--- src/rtl/sum_alarm_monitor_pkg.sv ---
// Shared types and defaults for the window-sum alarm monitor.
package sum_alarm_monitor_pkg;

   localparam int unsigned SUM_W = 10;
   localparam int unsigned AVG_W = 8;
   localparam int unsigned CNT_W = 4;
   localparam int unsigned ACNT_W = 8;

   localparam int unsigned DEF_HI_THR = 800;
   localparam int unsigned DEF_LO_THR = 600;
   localparam int unsigned DEF_HOLD   = 3;

   // Encodings are visible on the state output, so they are fixed explicitly.
   typedef enum logic [1:0] {
      StNormal  = 2'b00,
      StPend    = 2'b01,
      StAlarm   = 2'b10,
      StRelease = 2'b11
   } mon_state_t;

endpackage

--- src/rtl/sum_alarm_monitor_peak_hold.sv ---
// Running maximum of sampled sums; clear restarts it from the current sample.
module sum_alarm_monitor_peak_hold
   import sum_alarm_monitor_pkg::*;
(
   input  logic             clk,
   input  logic             reset,
   input  logic             sample_en,
   input  logic             clear,
   input  logic [SUM_W-1:0] sum_in,
   output logic [SUM_W-1:0] peak
);

   logic [SUM_W-1:0] peak_q;

   // Peak register: clear seeds with this edge's sample (or zero when idle).
   always_ff @(posedge clk or posedge reset) begin
      if (reset) begin
         peak_q <= '0;
      end else if (clear) begin
         peak_q <= sample_en ? sum_in : '0;
      end else if (sample_en && (sum_in > peak_q)) begin
         peak_q <= sum_in;
      end
   end

   assign peak = peak_q;

endmodule

--- src/rtl/sum_alarm_monitor.sv ---
// Window-sum consumer: registered average, peak, persistence alarm FSM and
// alarm episode counter.
module sum_alarm_monitor
   import sum_alarm_monitor_pkg::*;
#(
   parameter int unsigned HI_THR = DEF_HI_THR,
   parameter int unsigned LO_THR = DEF_LO_THR,
   parameter int unsigned HOLD   = DEF_HOLD
) (
   input  logic              clk,
   input  logic              reset,
   input  logic [SUM_W-1:0]  sum_in,
   input  logic              sample_en,
   input  logic              clear,
   output logic [AVG_W-1:0]  avg,
   output logic [SUM_W-1:0]  peak,
   output logic              alarm,
   output logic [1:0]        state,
   output logic [ACNT_W-1:0] alarm_count
);

   if (HOLD < 1 || HOLD > 15) begin : g_bad_hold
      $error("sum_alarm_monitor: HOLD must be in 1..15");
   end
   if (LO_THR > HI_THR) begin : g_bad_thr
      $error("sum_alarm_monitor: LO_THR must not exceed HI_THR");
   end

   localparam logic [SUM_W-1:0] HiThr    = SUM_W'(HI_THR);
   localparam logic [SUM_W-1:0] LoThr    = SUM_W'(LO_THR);
   localparam logic [CNT_W-1:0] HoldCnt  = CNT_W'(HOLD);
   localparam bit               HoldOne  = (HOLD == 1);

   mon_state_t        state_q;
   logic [CNT_W-1:0]  cnt_q;
   logic              alarm_q;
   logic [AVG_W-1:0]  avg_q;
   logic [ACNT_W-1:0] alarm_count_q;

   logic             is_high;
   logic             is_low;
   logic [CNT_W-1:0] cnt_inc;
   logic             enter_alarm;

   // Sample qualification and detection of a fresh alarm episode.
   always_comb begin
      is_high     = (sum_in >= HiThr);
      is_low      = (sum_in < LoThr);
      cnt_inc     = cnt_q + 4'd1;
      enter_alarm = sample_en && is_high &&
                    (((state_q == StNormal) && HoldOne) ||
                     ((state_q == StPend) && (cnt_inc == HoldCnt)));
   end

   // Persistence FSM with registered alarm flag; moves only on sampled edges.
   always_ff @(posedge clk or posedge reset) begin
      if (reset) begin
         state_q <= StNormal;
         cnt_q   <= '0;
         alarm_q <= 1'b0;
      end else if (sample_en) begin
         unique case (state_q)
            StNormal: begin
               if (is_high) begin
                  if (HoldOne) begin
                     state_q <= StAlarm;
                     alarm_q <= 1'b1;
                     cnt_q   <= '0;
                  end else begin
                     state_q <= StPend;
                     cnt_q   <= 4'd1;
                  end
               end else begin
                  cnt_q <= '0;
               end
            end
            StPend: begin
               if (!is_high) begin
                  state_q <= StNormal;
                  cnt_q   <= '0;
               end else if (cnt_inc == HoldCnt) begin
                  state_q <= StAlarm;
                  alarm_q <= 1'b1;
                  cnt_q   <= '0;
               end else begin
                  cnt_q <= cnt_inc;
               end
            end
            StAlarm: begin
               if (is_low) begin
                  if (HoldOne) begin
                     state_q <= StNormal;
                     alarm_q <= 1'b0;
                     cnt_q   <= '0;
                  end else begin
                     state_q <= StRelease;
                     cnt_q   <= 4'd1;
                  end
               end
            end
            StRelease: begin
               // Bouncing back to ALARM is the same episode, not a new one.
               if (!is_low) begin
                  state_q <= StAlarm;
                  cnt_q   <= '0;
               end else if (cnt_inc == HoldCnt) begin
                  state_q <= StNormal;
                  alarm_q <= 1'b0;
                  cnt_q   <= '0;
               end else begin
                  cnt_q <= cnt_inc;
               end
            end
            default: begin
               state_q <= StNormal;
               alarm_q <= 1'b0;
               cnt_q   <= '0;
            end
         endcase
      end
   end

   // Average register: floor(sum/4) of the latest sample.
   always_ff @(posedge clk or posedge reset) begin
      if (reset) begin
         avg_q <= '0;
      end else if (sample_en) begin
         avg_q <= sum_in[SUM_W-1:2];
      end
   end

   // Episode counter: saturating; clear still counts an entry on the same edge.
   always_ff @(posedge clk or posedge reset) begin
      if (reset) begin
         alarm_count_q <= '0;
      end else if (clear) begin
         alarm_count_q <= enter_alarm ? 8'd1 : 8'd0;
      end else if (enter_alarm && (alarm_count_q != 8'hFF)) begin
         alarm_count_q <= alarm_count_q + 8'd1;
      end
   end

   sum_alarm_monitor_peak_hold u_peak_hold (
      .clk       (clk),
      .reset     (reset),
      .sample_en (sample_en),
      .clear     (clear),
      .sum_in    (sum_in),
      .peak      (peak)
   );

   assign avg         = avg_q;
   assign alarm       = alarm_q;
   assign state       = state_q;
   assign alarm_count = alarm_count_q;

endmodule

--- config.mk ---
export PLATFORM = sky130hd
export DESIGN_NAME = sum_alarm_monitor
export DESIGN_NICKNAME = d
export VERILOG_FILES = /design/src/rtl/sum_alarm_monitor_pkg.sv /design/src/rtl/sum_alarm_monitor_peak_hold.sv /design/src/rtl/sum_alarm_monitor.sv
export SDC_FILE = /design/constraint.sdc
export NUM_CORES = 1
export LEC_CHECK = 0
export BUFFER_PORTS_ARGS = -buffer_cell sky130_fd_sc_hd__buf_4
export CAP_MARGIN = 20
export CORE_UTILIZATION = 55
export DETAILED_ROUTE_END_ITERATION = 8
export GPL_TIMING_DRIVEN = 0
export PLACE_DENSITY = 0.84
export SETUP_SLACK_MARGIN = 0.15
export SYNTH_ARGS = -nofsm -noshare
export SYNTH_HDL_FRONTEND = slang
export SYNTH_HIERARCHICAL = 1
export SYNTH_SLANG_ARGS = --single-unit
--- constraint.sdc ---
create_clock -name clk -period 5.64 [get_ports clk]
set_clock_uncertainty 0.05 [all_clocks]
set_input_delay 0.846 -clock clk [delete_from_list [all_inputs] [get_ports clk]]
set_output_delay 0.846 -clock clk [all_outputs]
set_load 0.05 [all_outputs]
* Word level (Yosys, flattened, before mapping)
Index checks and enable logic that the tools add are counted.
Storage, ports and cells: flip-flop bits (word level) 33, bits in latches 0, RAM bits 0, ROM bits 0, input port bits 14, output and inout port bits 29, logic and storage cells 60, memories 0
Operators by class: add/sub/neg operators 2, $mul 0, div/mod/pow operators 0, order comparisons 3, eq/ne operators 13, shift operators 0, muxes and demuxes 24, bitwise gates (word level) 0, reduce and logical (&&, ||, !) cells 12
Operators with widths (number):
- 10-bit two-way mux | 3
- 4-bit two-way mux | 4
- 8-bit two-way mux | 2
- 4-bit case mux with 4 select lines | 1
- 2-bit two-way mux | 6
- 10-bit >= comparator (second input constant) | 1
- 10-bit > comparator | 1
- 10-bit less-than comparator (second input constant) | 1
- 2-bit inequality test (second input constant) | 5
- 8-bit by 1-bit adder with 8-bit output (second input constant) | 1
- 8-bit inequality test (second input constant) | 1
- 2-bit case mux with 4 select lines | 1
- 1-bit two-way mux | 6
- 6-bit AND reduction | 1
- 2-bit nonzero test | 3
- 1-bit logical AND | 5
- 5-bit AND reduction | 1
- 4-bit by 1-bit adder with 4-bit output (second input constant) | 1
- 2-bit == test (second input constant) | 2
- 4-bit by 2-bit == test with 1-bit output (second input constant) | 1
- 3-bit by 2-bit inequality test with 1-bit output (second input constant) | 1
- 3-bit inequality test (second input constant) | 1
- 2-bit by 1-bit == test with 1-bit output (second input constant) | 1
- 2-bit logical NOT | 1
- 3 further kinds | 3

* Longest topological paths before layout
depth in word-level cells 7, gate-level depth with buffers 8, gate-level depth less buffers 7

* Hierarchy
The synthesis kept the hierarchy.
Modules (own cells, without submodules):
- sum_alarm_monitor | instances 1, cells an instance 132, area an instance 1258.7 µm², sequential area each 575.6 µm²
- sum_alarm_monitor_peak_hold | instances 1, cells an instance 61, area an instance 670.6 µm², sequential area each 250.2 µm²

* Least setup slack after synthesis
OpenSTA, ideal clock, no wires.
kind input -> register, start point input sample_en, end point register alarm_count_q[6], in the netlist alarm_count[6], data arrival time 2075 ps, slack 3421 ps, cell stages on the path 5, cell sequence nand3_1 > or3_1 > o31a_2 > or4_1 > a211oi_1
Between the ends: longest elaborated chain between the ends 4
RTL lines:
- start, declared | line sum_alarm_monitor.sv:13 | input logic sample_en,
- 1-bit logical AND (2 in series) | line sum_alarm_monitor.sv:50 | enter_alarm = sample_en && is_high &&
- 1-bit logical AND | line sum_alarm_monitor.sv:138 | end else if (enter_alarm && (alarm_count_q != 8'hFF)) begin
- 2-bit nonzero test (no source line)
- end signal, assigned | line sum_alarm_monitor.sv:137 | alarm_count_q <= enter_alarm ? 8'd1 : 8'd0;
- end signal, assigned | line sum_alarm_monitor.sv:139 | alarm_count_q <= alarm_count_q + 8'd1;
- end, declared | line sum_alarm_monitor.sv:38 | logic [ACNT_W-1:0] alarm_count_q;
No other way between the ends. A chain may end at the register's enable or synchronous reset.

* Worst setup path in the final report
start point register cnt_q[0], end point register alarm_count_q[6], in the netlist alarm_count[6]
Between the ends: longest elaborated chain between the ends 6
RTL lines:
- start, declared | line sum_alarm_monitor.sv:35 | logic [CNT_W-1:0] cnt_q;
- start signal, assigned | line sum_alarm_monitor.sv:86 | cnt_q <= cnt_inc;
- start signal, assigned | line sum_alarm_monitor.sv:111 | cnt_q <= cnt_inc;
- 4-bit by 1-bit adder with 4-bit output | line sum_alarm_monitor.sv:49 | cnt_inc = cnt_q + 4'd1;
- 4-bit by 2-bit == test with 1-bit output | line sum_alarm_monitor.sv:52 | ((state_q == StPend) && (cnt_inc == HoldCnt)));
- 1-bit logical AND | line sum_alarm_monitor.sv:52
- 1-bit logical AND | line sum_alarm_monitor.sv:50
- 1-bit logical AND | line sum_alarm_monitor.sv:138
- 2-bit nonzero test (no source line)
No other way between the ends.

==> summary.txt <==
Placement
  – Placer Congestion: 0.832
  – Final HPWL DP: 2800 um
  – Port Buffer Count: 42

Synthesis
  – Synth Instances: 193
  – Area leader, netlist: dfrtp_1
  – Most frequently used flop master after synthesis: dfrtp_1
  – EDFF count, synth: 0
  – Synth top area share: 42.8%
  – Mapped Area: 1930 um2
  – Syn Area/Cell: 10.0 um2
  – Yosys cell types: 41
  – Seq/Total Area, Yosys: 42.8%
  – Ys async rst share: 100%
  – YS warnings: 6
  – Net count after synthesis: 220
  – Synth Register Bits: 33
  – Largest cells by area after synthesis: dfrtp_1, ha_1, mux2_2

Die
  – Site Rows: 21
  – Die area: 3750 um2
  – Initial Utilization: 57.8%
  – IO Pins: 43
  – Die Span Y: 61.2 um
  – Placeable Area: 3340 um2
  – Chip width: 61.2 um

Worst setup path
  – WS Path Type: reg -> reg
  – FF-to-FF End: alarm_count[6]
  – Worst path max stage delay: 510 ps
  – Arrival time at the worst endpoint: 2430 ps
  – CP Capture Type: flop
  – RR Startpoint: cnt_q[0]
  – CP Cell Sequence: ha_1 > and2_1 > a21oi_1 > o31a_2 > or4_1 > a211oi_1
  – CP top delay family: compound AO/OA/AOI/OAI gates
  – Worst r2r path cells: 6
  – CP max FO: 6
  – Worst Path Required: 5850 ps
  – Buf/Inv on CP: 0
  – Startpoint Class: flop
  – Critical path's slowest cell: or4_1
  – Reg2reg setup slack: 3420 ps

GRT
  – Global-route wire length before repair: 6560 um
  – GRT overflow: 0
  – Overall routing resource usage: 24.0%
  – Vias in the first global route: 1407
  – Initial antenna violation count: 0
  – Pin count of the biggest net entering global routing: 24

Finish
  – Layout area overhead: 23.0%
  – Layout cell share with drive strength beyond 1: 30.5%
  – # diodes: 0
  – Area of the multi-input gates: 1010 um2
  – Fillers: 258
  – Final nets: 269
  – Register Area: 826 um2

STA
  – Setup violations, final: 0
  – Slew @ Worst Pin: 881 ps
  – Slew HR: 41.2%
  – Final TNS setup: 0 ps
  – Final hold violation count: 0
  – RSZ-0062 raised after global routing: no
  – Fmax achieved: 0.450 GHz
  – Final period utilization: 39.4%
  – Min Tclk post-route: 2220 ps
  – Slew Limit Fails: 0
  – Hold Worst Slack: 438 ps

Route
  – DRC Markers: 0
  – Drt wl/cell: 13.7 um
  – Final wirelength: 3970 um
  – Via/cell ratio: 5.64
  – Vias: 1630
  – ANT nets after route: 0
  – DRT iter0 DRCs: 80
  – TritonRoute pass-1 iters: 4

Pwr
  – LEAKAGE: 1.10 nW
  – Combinational Power Share: 32.5%
  – Internal: 0.403 mW
  – Worst VDD drop: 0.000181 V
  – Seq pwr share: 43.2%
  – Clk pwr share: 24.3%
  – Sw power: 0.238 mW
  – Switching Share: 37.1%
  – Cell Pwr Density: 270 nW/um2

Clock network
  – Worst-path clk slew: 110 ps
  – # H-tree levels: 2
  – CTS Sinks: 33
  – Post-cts sizing count: 0
  – CTS max path bufs: 2
  – Setup Fix Bufs, Post-CTS: 0
  – Total CTS buffers: 5
  – Clock root buffer master: clkbuf_4
  – TritonCTS clock tree: yes
  – Clock Latency Late Sink: 340 ps
  – CTS Hold Bufs: 0

Status
  – Status: finished, final reports clean

Job
  – Max-cap viol count: 0

Hold path
  – Worst min-delay path class: in -> async
-- state kept, by name, indices dropped and copies added (netlist names) --
name              count
state                 2
alarm_count           8
cnt_q                 4
u_peak_hold/peak     10
avg                   8
alarm                 1
-- Yosys cell counts, types with 2 or more instances --
cell type   n
a22o_1     10
ha_1       13
o22ai_1     2
nand4_2     2
nor3_1      3
mux2_2     12
nand2_1    13
nor2_1     10
o21ai_0     7
o31a_2      2
nand3_1     7
nand4_1     3
nor2b_1     7
a211oi_2    2
or3_1       5
o211ai_1    5
nor4_1      2
a21oi_1     9
clkbuf_1    2
dfrtp_1    33
a211oi_1    2
inv_1      23
-- placed cells by master (no fill, tap or decap), drive strengths merged --
| cell | count |
|---|---|
| a211oi | 4 |
| a21o | 1 |
| a21oi | 9 |
| a22o | 10 |
| and2 | 1 |
| buf | 43 |
| clkbuf | 9 |
| clkinv | 1 |
| dfrtp | 33 |
| ha | 13 |
| inv | 23 |
| mux2 | 12 |
| nand2 | 13 |
| nand2b | 2 |
| nand3 | 8 |
| nand3b | 1 |
| nand4 | 5 |
| nor2 | 11 |
| nor2b | 7 |
| nor3 | 3 |
| nor4 | 2 |
| o211ai | 5 |
| o21a | 1 |
| o21ai | 8 |
| o21bai | 2 |
| o22a | 1 |
| o22ai | 2 |
| o311ai | 1 |
| o31a | 2 |
| o32a | 1 |
| o41ai | 2 |
| or2 | 1 |
| or3 | 5 |
| or4 | 1 |
-- worst max path at each step --
stage,start,to,depth (start not counted)
5_1_grt,cnt_q[0],alarm_count[0],7
4_1_cts,cnt_q[0],alarm_count[6],6
6_report,cnt_q[0],alarm_count[6],6
3_5_place_dp,sum_in[5],u_peak_hold/peak[1],7
3_3_place_gp,sum_in[5],u_peak_hold/peak[0],7
2_1_floorplan,sample_en,alarm_count[6],5
-- cell type report --
type	instances	share of cell area, %
clock buffer	7	2.74
buffer	3	0.475
tap	46	2.43
inverter	23	3.64
sequential	33	34.8
multi-input combinational	134	42.4
clock inverter	1	0.211
timing repair buffer	42	13.3
-- per-stage QoR --
step	instance area, um2	std cells	power (mW)	worst slack [ps]	util, %
5_1_grt	2370	289	0.674	3230	71.1
4_1_cts	2370	289	0.644	3410	71.1
3_3_place_gp	2300	281	0.486	3150	69.0
6_report	2370	289	0.641	3420	71.1
3_5_place_dp	2300	281	0.489	3140	69.0
2_1_floorplan	1930	193	0.426	3420	-
-- worst reg2reg max path: cells and delay by family (launching register included) --
kind                     cells  cell delay (ps)
adder cells (fa/ha/maj)      1              280
AO/OA/AOI/OAI                3              690
AND/OR/NAND/NOR              2              660
flip-flops                   1              460
-- power by group through the flow --
| stage | Sequential (mW) | Clock, mW | Combinational, mW |
|---|---|---|---|
| after floorplan | 0.347 | 0 | 0.0788 |
| after global placement | 0.281 | 0 | 0.205 |
| after detailed placement | 0.281 | 0 | 0.208 |
| after CTS | 0.277 | 0.158 | 0.209 |
| after global routing | 0.281 | 0.167 | 0.225 |
| final | 0.277 | 0.156 | 0.209 |
-- kinds of logic (layout without fill, tap and decap cells) --
kind of cell | count (synthesis) | after routing | synth area share [%]
mux | 12 | 12 | 7.00
fa+ha+maj | 13 | 13 | 8.43
buf+inv | 26 | 76 | 5.06
flops | 33 | 33 | 42.8
simple gates | 60 | 60 | 17.2
compound gates | 49 | 49 | 19.5
-- per-layer routing --
layer	share of wire [%]	vias up	track usage, %
met5	0	-	0
met4	0.78	0	7.47
met3	4.5	4	5.67
met2	48	49	36.8
met1	47	778	33.8
li1	-	799	-
(Power assumes the default switching activity.)
